## src/rtl/expr_eval.sv

```systemverilog
// expr_eval: evaluates the ASCII stream  digit ((+|*) digit)*  with
// '*' binding tighter than '+'. Operands are single decimal digits.
// The outputs show the value of the longest well-formed prefix that
// ends in a digit, and flag whether the whole accepted stream is a
// complete expression or has hit a syntax error.
//
// State table:
//   S_IDLE | waiting for the first digit
//   S_NUM  | last accepted char was a digit (expression complete)
//   S_ADD  | last accepted char was '+'
//   S_MUL  | last accepted char was '*'
//   S_ERR  | syntax error seen; absorbing until clr
//
// Ports:
//   clk      in   system clock, rising edge
//   clr      in   synchronous active-low reset
//   in       in   8-bit ASCII character
//   in_valid in   character strobe
//   result   out  value of the last well-formed prefix ending in a digit
//   valid    out  accepted stream is a complete expression
//   err      out  sticky syntax error
//   ovf      out  sticky arithmetic overflow (only with EXPR_OVF_EN)
//
// Build option: define EXPR_OVF_EN to add the ovf output.

module expr_eval #(
    parameter int WIDTH = 8
) (
    input  logic             clk,
    input  logic             clr,
    input  logic [7:0]       in,
    input  logic             in_valid,
    output logic [WIDTH-1:0] result,
    output logic             valid,
    output logic             err
`ifdef EXPR_OVF_EN
    ,
    output logic             ovf
`endif
);

    typedef enum logic [2:0] {
        S_IDLE = 3'd0,
        S_NUM  = 3'd1,
        S_ADD  = 3'd2,
        S_MUL  = 3'd3,
        S_ERR  = 3'd4
    } state_t;

    state_t           state_q, state_d;
    logic [WIDTH-1:0] sum_q, sum_d;
    logic [WIDTH-1:0] term_q, term_d;
    logic [WIDTH-1:0] result_q, result_d;
    logic             valid_q, valid_d;
    logic             err_q, err_d;

    logic             is_dig, is_add, is_mul;
    logic [3:0]       digit;
    logic [WIDTH-1:0] digit_ext;
    logic [WIDTH-1:0] prod;
    logic [WIDTH-1:0] acc;

    assign digit     = in[3:0];
    assign digit_ext = {{(WIDTH-4){1'b0}}, digit};

`ifdef EXPR_OVF_EN
    logic       ovf_q, ovf_d;
    logic [3:0] prod_hi;
    logic       acc_c;
    logic       res_c;

    // Full-width product and sum so the carry-out can be observed.
    always_comb begin
        {prod_hi, prod} = {4'b0, term_q} * {{WIDTH{1'b0}}, digit};
        {acc_c, acc}    = {1'b0, sum_q} + {1'b0, term_q};
    end
`else
    always_comb begin
        prod = term_q * digit_ext;
        acc  = sum_q + term_q;
    end
`endif

    always_comb begin
        is_dig = (in >= 8'h30) && (in <= 8'h39);
        is_add = (in == 8'h2B);
        is_mul = (in == 8'h2A);
    end

    always_comb begin
        state_d  = state_q;
        sum_d    = sum_q;
        term_d   = term_q;
        result_d = result_q;
        valid_d  = valid_q;
        err_d    = err_q;
`ifdef EXPR_OVF_EN
        ovf_d    = ovf_q;
        res_c    = 1'b0;
`endif
        if (in_valid) begin
            case (state_q)
                S_IDLE: begin
                    if (is_dig) begin
                        state_d = S_NUM;
                        sum_d   = '0;
                        term_d  = digit_ext;
                    end else begin
                        state_d = S_ERR;
                    end
                end
                S_NUM: begin
                    if (is_add)      state_d = S_ADD;
                    else if (is_mul) state_d = S_MUL;
                    else             state_d = S_ERR;
                end
                S_ADD: begin
                    if (is_dig) begin
                        state_d = S_NUM;
                        sum_d   = acc;
                        term_d  = digit_ext;
`ifdef EXPR_OVF_EN
                        if (acc_c) ovf_d = 1'b1;
`endif
                    end else begin
                        state_d = S_ERR;
                    end
                end
                S_MUL: begin
                    if (is_dig) begin
                        state_d = S_NUM;
                        term_d  = prod;
`ifdef EXPR_OVF_EN
                        if (prod_hi != 4'd0) ovf_d = 1'b1;
`endif
                    end else begin
                        state_d = S_ERR;
                    end
                end
                S_ERR:   state_d = S_ERR;
                default: state_d = S_ERR;
            endcase

            valid_d = (state_d == S_NUM);
            err_d   = (state_d == S_ERR);

            // result only moves when the stream ends in a digit; after an
            // operator or an error it keeps the last good value.
            if (state_d == S_NUM) begin
`ifdef EXPR_OVF_EN
                {res_c, result_d} = {1'b0, sum_d} + {1'b0, term_d};
                if (res_c) ovf_d = 1'b1;
`else
                result_d = sum_d + term_d;
`endif
            end
        end
    end

    always_ff @(posedge clk) begin
        if (!clr) begin
            state_q  <= S_IDLE;
            sum_q    <= '0;
            term_q   <= '0;
            result_q <= '0;
            valid_q  <= 1'b0;
            err_q    <= 1'b0;
`ifdef EXPR_OVF_EN
            ovf_q    <= 1'b0;
`endif
        end else begin
            state_q  <= state_d;
            sum_q    <= sum_d;
            term_q   <= term_d;
            result_q <= result_d;
            valid_q  <= valid_d;
            err_q    <= err_d;
`ifdef EXPR_OVF_EN
            ovf_q    <= ovf_d;
`endif
        end
    end

    assign result = result_q;
    assign valid  = valid_q;
    assign err    = err_q;
`ifdef EXPR_OVF_EN
    assign ovf    = ovf_q;
`endif

endmodule

```

## config.mk

```make
export PLATFORM = sky130hd
export DESIGN_NAME = expr_eval
export DESIGN_NICKNAME = d
export VERILOG_FILES = /design/src/rtl/expr_eval.sv
export SDC_FILE = /design/constraint.sdc
export NUM_CORES = 1
export LEC_CHECK = 0
export CORE_MARGIN = 1
export CORE_UTILIZATION = 55
export CTS_BUF_LIST = sky130_fd_sc_hd__clkbuf_8
export DETAILED_ROUTE_END_ITERATION = 6
export PLACE_DENSITY_LB_ADDON = 0.08
export SYNTH_ARGS = -nofsm -noshare
export SYNTH_HDL_FRONTEND = slang
export SYNTH_SLANG_ARGS = --single-unit
```

## constraint.sdc

```tcl
create_clock -name clk -period 3.65 [get_ports clk]
set_input_delay 0.365 -clock clk [delete_from_list [all_inputs] [get_ports clk]]
set_output_delay 0.365 -clock clk [all_outputs]
set_load 0.1 [all_outputs]
```

Yosys cells after proc, flatten, opt, wreduce, memory -nomap -nowiden
Cells that the tools add are included.
{"block": "totals", "regBits": 29, "out_inout_bits": 10, "word_cells": 36}
{"block": "op_classes", "add_sub_neg": 2, "muxes": 13, "order_cmp": 2, "eq_ne": 7, "n_reduce_logical": 5, "n_mul": 1}
{"operator": "$mux 8", "n": 6}
{"operator": "$pmux 8 s2", "n": 2}
{"operator": "$add 8x8->8", "n": 2}
{"operator": "$eq 8x6->1 const B", "n": 2}
{"operator": "$mux 3", "n": 4}
{"operator": "$ge 8x6->1 const B", "n": 1}
{"operator": "$le 8x6->1 const B", "n": 1}
{"operator": "$mul 8x4->8", "n": 1}
{"operator": "$eq 3x1->1 const B", "n": 2}
{"operator": "$eq 3x2->1 const B", "n": 2}
{"operator": "$pmux 3 s2", "n": 1}
{"operator": "$eq 3x3->1 const B", "n": 1}
{"operator": "$logic_not 3->1", "n": 1}
{"operator": "$reduce_or 3->1", "n": 1}
{"operator": "$reduce_and 2->1", "n": 1}
{"operator": "$reduce_or 2->1", "n": 1}
{"operator": "$logic_and 1x1->1", "n": 1}

Depth between registers and ports, before layout
{"block": "depth", "ltp_word": 7, "mapped_depth": 19, "mapped_depth_nobuf": 18}

Worst setup path before layout
OpenSTA, ideal clock, no wires.
{"block": "synth_timing", "kind": "reg2reg", "from": "register term_q[1]", "to": "register result_q[7] (netlist: result[7])", "setup_time_ps": 65, "stages_incl_launch_ff": 17, "period_less_slack_ps": 3969, "n_path_buf": 0, "arrival_time_ps": 3904, "path_slack_ps": -319, "cell_sequence": "dfxtp_1 > nand2_1 > fa_1 > inv_1 > fa_1 > inv_1 > fa_1 > nor2_1 > a21oi_1 > o21ai_0 > ha_1 > nor2b_1 > o21a_1 > o41a_1 > xor2_1 > or3_1 > nand3_1"}
{"block": "synth_via", "elab_chain_cells": 5, "elab_cells_between_ends": 10, "cone_classes": "2 x add/sub; 1 x mul; 7 x mux"}
{"item": "from (decl)", "line": "52", "rtl": "logic [WIDTH-1:0] term_q, term_d;"}
{"item": "from (signal assigned)", "line": "174", "rtl": "term_q <= term_d;"}
{"item": "$mul 8x4->8 or $add 8x8->8 (tied branches)", "line": "79, 80"}
{"item": "$mux 8, on equally long branches", "line": "130, 118"}
{"item": "$pmux 8 s2", "line": "102", "rtl": "case (state_q)"}
{"item": "$mux 8", "line": "101", "rtl": "if (in_valid) begin"}
{"item": "$add 8x8->8 (*)", "line": "154", "rtl": "result_d = sum_d + term_d;"}
{"item": "to (signal assigned)", "line": "175", "rtl": "result_q <= result_d;"}
{"item": "to (decl)", "line": "53", "rtl": "logic [WIDTH-1:0] result_q, result_d;"}
Mark *: on every way between the ends. The rest lies on a longest branch, timed or not. The select of a mux whose other input is x is not followed.
A chain may end at the register's enable or synchronous reset.

Final worst setup path
{"block": "layout_timing", "from": "register term_q[2]", "to": "register result_q[7] (netlist: result[7])"}
The elaborated chain is that of the path after synthesis.

==> flow_results.xml <==
<?xml version="1.0" encoding="UTF-8"?>
<metrics>
  <group name="status">
    <metric name="outcome" unit="">finished, violations left</metric>
    <metric name="violations" unit="">negative setup slack</metric>
  </group>
  <group name="layout">
    <metric name="diodes" unit="">0</metric>
    <metric name="finalCoreUtilization" unit="%">75.00</metric>
    <metric name="num-fill-cells" unit="">342</metric>
    <metric name="final_cells" unit="">407</metric>
    <metric name="multi_input_area" unit="um^2">1848</metric>
    <metric name="syn2layout_area_growth" unit="%">30.96</metric>
    <metric name="register_area" unit="um^2">584.3</metric>
    <metric name="post_route_cells_drive_above_1_share" unit="%">26.20</metric>
    <metric name="final_net_count" unit="">398</metric>
  </group>
  <group name="placed_design">
    <metric name="dpl.hpwl" unit="um">4420</metric>
    <metric name="worst_slack_after_detailed_placement" unit="ps">-826.0</metric>
    <metric name="gp_routability_congestion" unit="">0.8501</metric>
    <metric name="numPlacedInstances" unit="">395</metric>
    <metric name="buffer_ports.inserted" unit="">20</metric>
  </group>
  <group name="pwr">
    <metric name="p_leak" unit="nW">1.637</metric>
    <metric name="peakVddDrop" unit="mV">0.2169</metric>
    <metric name="power-per-cell-area" unit="nW/um^2">264.5</metric>
  </group>
  <group name="timing">
    <metric name="rsz0062_at_grt" unit="">true</metric>
    <metric name="finalWorstPathRequiredPeriod" unit="ps">3852</metric>
    <metric name="final_critical_path_setup_slack" unit="ps">-201.8</metric>
    <metric name="tightestPinTransition" unit="ps">986.6</metric>
    <metric name="summed_negative_setup_slack_over_all_endpoints" unit="ps">-435.5</metric>
    <metric name="slew-limit-headroom" unit="%">34.02</metric>
    <metric name="post-route-period-util" unit="%">105.5</metric>
    <metric name="final-max-slew-violation-count" unit="">0</metric>
    <metric name="fin_worst_hold_slack" unit="ps">459.8</metric>
    <metric name="finalHoldViolCount" unit="">0</metric>
    <metric name="timing.clock.skew" unit="ps">5.967</metric>
    <metric name="fmax" unit="MHz">259.6</metric>
    <metric name="timing.final.setup_violations" unit="">3</metric>
  </group>
  <group name="synth">
    <metric name="synthDominantAreaCellType" unit="">dfxtp_1</metric>
    <metric name="synth_async_sr_flop_share" unit="%">0</metric>
    <metric name="synthDistinctLibCells" unit="">47</metric>
    <metric name="synth.avg_cell_area" unit="um^2">8.599</metric>
    <metric name="synth-edff-count" unit="">0</metric>
    <metric name="syn_nets" unit="">334</metric>
    <metric name="dominant_combinational_cell_family_by_area_after_synthesis" unit="">simple AND/OR/NAND/NOR gates</metric>
    <metric name="synthesis.yosys.warnings" unit="">0</metric>
    <metric name="synth-simple-area-share" unit="%">21.42</metric>
    <metric name="post_synth_instance_area" unit="um^2">2494</metric>
    <metric name="dominantRegCellSynth" unit="">dfxtp_1</metric>
    <metric name="synth_adder_area_share" unit="%">19.87</metric>
    <metric name="synth_compound_gate_area_share" unit="%">20.57</metric>
    <metric name="post_synth_xor_area_fraction" unit="%">7.225</metric>
    <metric name="synth_cells" unit="">290</metric>
    <metric name="synth_top_area_share" unit="%">23.28</metric>
    <metric name="muxShareOfSynthArea" unit="%">2.057</metric>
    <metric name="synth-seq-cells" unit="">29</metric>
    <metric name="synthTopCellsByArea" unit="">dfxtp_1 23%, ha_1 11%, fa_1 8.8%</metric>
    <metric name="synth.yosys.seq_area_share" unit="%">23.28</metric>
  </group>
  <group name="route">
    <metric name="dr_wl_cell" unit="um">14.84</metric>
    <metric name="detailroute.via_count" unit="">2270</metric>
    <metric name="drt_pass1_iterations" unit="">4</metric>
    <metric name="drc_errors" unit="">0</metric>
    <metric name="drtIter0Drc" unit="">94</metric>
    <metric name="routed_wirelength" unit="um">6040</metric>
    <metric name="avgViaCountPerCell" unit="">5.577</metric>
    <metric name="antenna_violating_nets_post_route" unit="">0</metric>
  </group>
  <group name="critical_path">
    <metric name="critical_path.max_fanout" unit="">2</metric>
    <metric name="worstPathArrival" unit="ps">4080</metric>
    <metric name="worst_setup_path_end_kind" unit="">register</metric>
    <metric name="critPathMaxStageDelay" unit="ps">550</metric>
    <metric name="reg2reg_from" unit="">term_q[2]</metric>
    <metric name="critical_path_class" unit="">reg -&gt; reg</metric>
    <metric name="timing.critical_path.mode_cell" unit="">fa_1</metric>
    <metric name="crit_start" unit="">term_q[2]</metric>
    <metric name="critical_path_required" unit="ps">3880</metric>
    <metric name="critical_path.slowest_cell" unit="">fa_1</metric>
    <metric name="critical_path.cell_chain" unit="">nand2_2, fa_1, inv_2, fa_1, inv_1, fa_1, nor2_1, a21oi_1, o21ai_1, ha_1, nor2b_4, o21a_1, o41a_1, xor2_1, or3_1, nand3_1</metric>
    <metric name="timing.critical_path.from_type" unit="">register</metric>
  </group>
  <group name="clock_network">
    <metric name="clockRootBuffer" unit="">clkbuf_8</metric>
    <metric name="cts_tree" unit="">yes</metric>
    <metric name="cts.htree.levels" unit="">2</metric>
    <metric name="tritoncts_num_sinks" unit="">29</metric>
    <metric name="clock_latency_of_the_later_clocked_register_in_the_worst_skew_pair" unit="ps">280</metric>
    <metric name="clockBufferDepth" unit="">2</metric>
    <metric name="hold_buffers" unit="">0</metric>
    <metric name="clk_pin_slew_worst_paths" unit="ps">70</metric>
    <metric name="cts_buffers" unit="">5</metric>
  </group>
  <group name="floorplan">
    <metric name="die_height" unit="um">69.34</metric>
    <metric name="design.portCount" unit="">21</metric>
    <metric name="overall_die_width" unit="um">69.34</metric>
    <metric name="floorplan.initialDensity" unit="%">57.27</metric>
    <metric name="floorplan.die_area" unit="um^2">4807</metric>
    <metric name="row_count" unit="">24</metric>
    <metric name="core_area" unit="um^2">4354</metric>
  </group>
  <group name="min_path">
    <metric name="worst_hold_path_type" unit="">reg -&gt; reg</metric>
    <metric name="min-delay-start" unit="">result[0]</metric>
  </group>
  <group name="global_route">
    <metric name="track_usage" unit="%">27.31</metric>
    <metric name="grt_pass1_vias" unit="">2297</metric>
    <metric name="grt_max_degree" unit="">24</metric>
    <metric name="wire_length_of_the_first_global_routing_pass" unit="um">10420</metric>
    <metric name="antenna_found_initial" unit="">0</metric>
    <metric name="grt.overflow.total" unit="">0</metric>
  </group>
  <group name="job">
    <metric name="number_of_violations_of_the_max_capacitance_limit" unit="">0</metric>
  </group>
</metrics>
timing repair:
| item | CTS | global route |
|---|---|---|
| buffers inserted | 4 | 1 |
| resized for setup | 26 | 5 |
| endpoints found under the setup margin | 5 | 4 |
| pin swaps | 14 | 8 |
layer usage:
metal  track usage (%)  routed length, um
met4             12.02                188
met2             45.31               2808
met5                 0                  0
met1             34.23               2819
met3             5.523                224
cell usage in the layout, fill, tap and decap left out, drive strengths merged, types with 9 or more instances in the layout:
cell type | Yosys | routed
nor2 | 10 | 10
buf | 4 | 51
inv | 16 | 17
o211a | 11 | 11
and2 | 20 | 20
clkdlybuf4s50 | 0 | 17
fa | 11 | 11
dfxtp | 29 | 29
ha | 22 | 22
o21ai | 17 | 17
or2 | 10 | 10
nand2 | 37 | 37
xor2 | 9 | 9
a21oi | 12 | 12
xnor2 | 9 | 9
sequential cells by signal, indices dropped and copies added, names as in the netlist:
| register | cells |
|---|---|
| err | 1 |
| result | 8 |
| state_q | 3 |
| sum_q | 8 |
| term_q | 8 |
| valid | 1 |
report_power, final:
group / switching (mW) / total, mW / leakage [nW] / internal [mW]
combinational: 0.0863 / 0.175 / 1.34 / 0.0887
sequential: 0.0102 / 0.337 / 0.238 / 0.327
clock: 0.132 / 0.352 / 0.0626 / 0.220
total: 0.228 / 0.864 / 1.64 / 0.636
cell usage after synthesis, types with 7 or more instances:
master,count
dfxtp_1,29
clkbuf_1,10
xor2_1,9
inv_1,16
nand2_1,37
o211a_1,11
ha_1,22
and2_1,20
a21oi_1,12
fa_1,11
or2_2,9
xnor2_1,9
o21ai_0,16
nor2_1,10
nor2b_1,8
a21o_1,7
through the flow:
stage	area (um^2)	power [mW]
after floorplan	2501	0.4462
after global placement	3045	0.5036
after detailed placement	3045	0.5070
after CTS	3259	0.8650
after global routing	3266	0.8981
final	3266	0.8639
area by class of cell:
type | count | share of cell area, %
Sequential cell | 29 | 17.89
Timing Repair Buffer | 71 | 17.85
Multi-Input combinational cell | 230 | 56.59
Tap cell | 52 | 1.992
Clock buffer | 6 | 2.529
Inverter | 17 | 2.107
Clock inverter | 2 | 1.034
final timing paths:
| check | slack [ps] | cells after the start | to |
|---|---|---|---|
| min reg2reg | 460 | 2 | result[0] |
| max reg2reg | -200 | 16 | result[7] |
| min | 460 | 2 | result[0] |
| max | -200 | 16 | result[7] |
critical path, delay by kind of cell, from the launching register on:
kind,cells,cell delay [ps]
xor+xnor,1,150
simple gates,5,630
flops,1,350
buf+inv,2,100
compound gates,4,730
fa+ha+maj,4,1850
cell families after synthesis:
family / count (synthesis)
buffers and inverters: 31
flip-flops: 29
XOR/XNOR: 19
adder cells (fa/ha/maj): 33
multiplexers: 5
AO/OA/AOI/OAI: 71
AND/OR/NAND/NOR: 102
No activity file was read; power rests on OpenSTA's default activity.
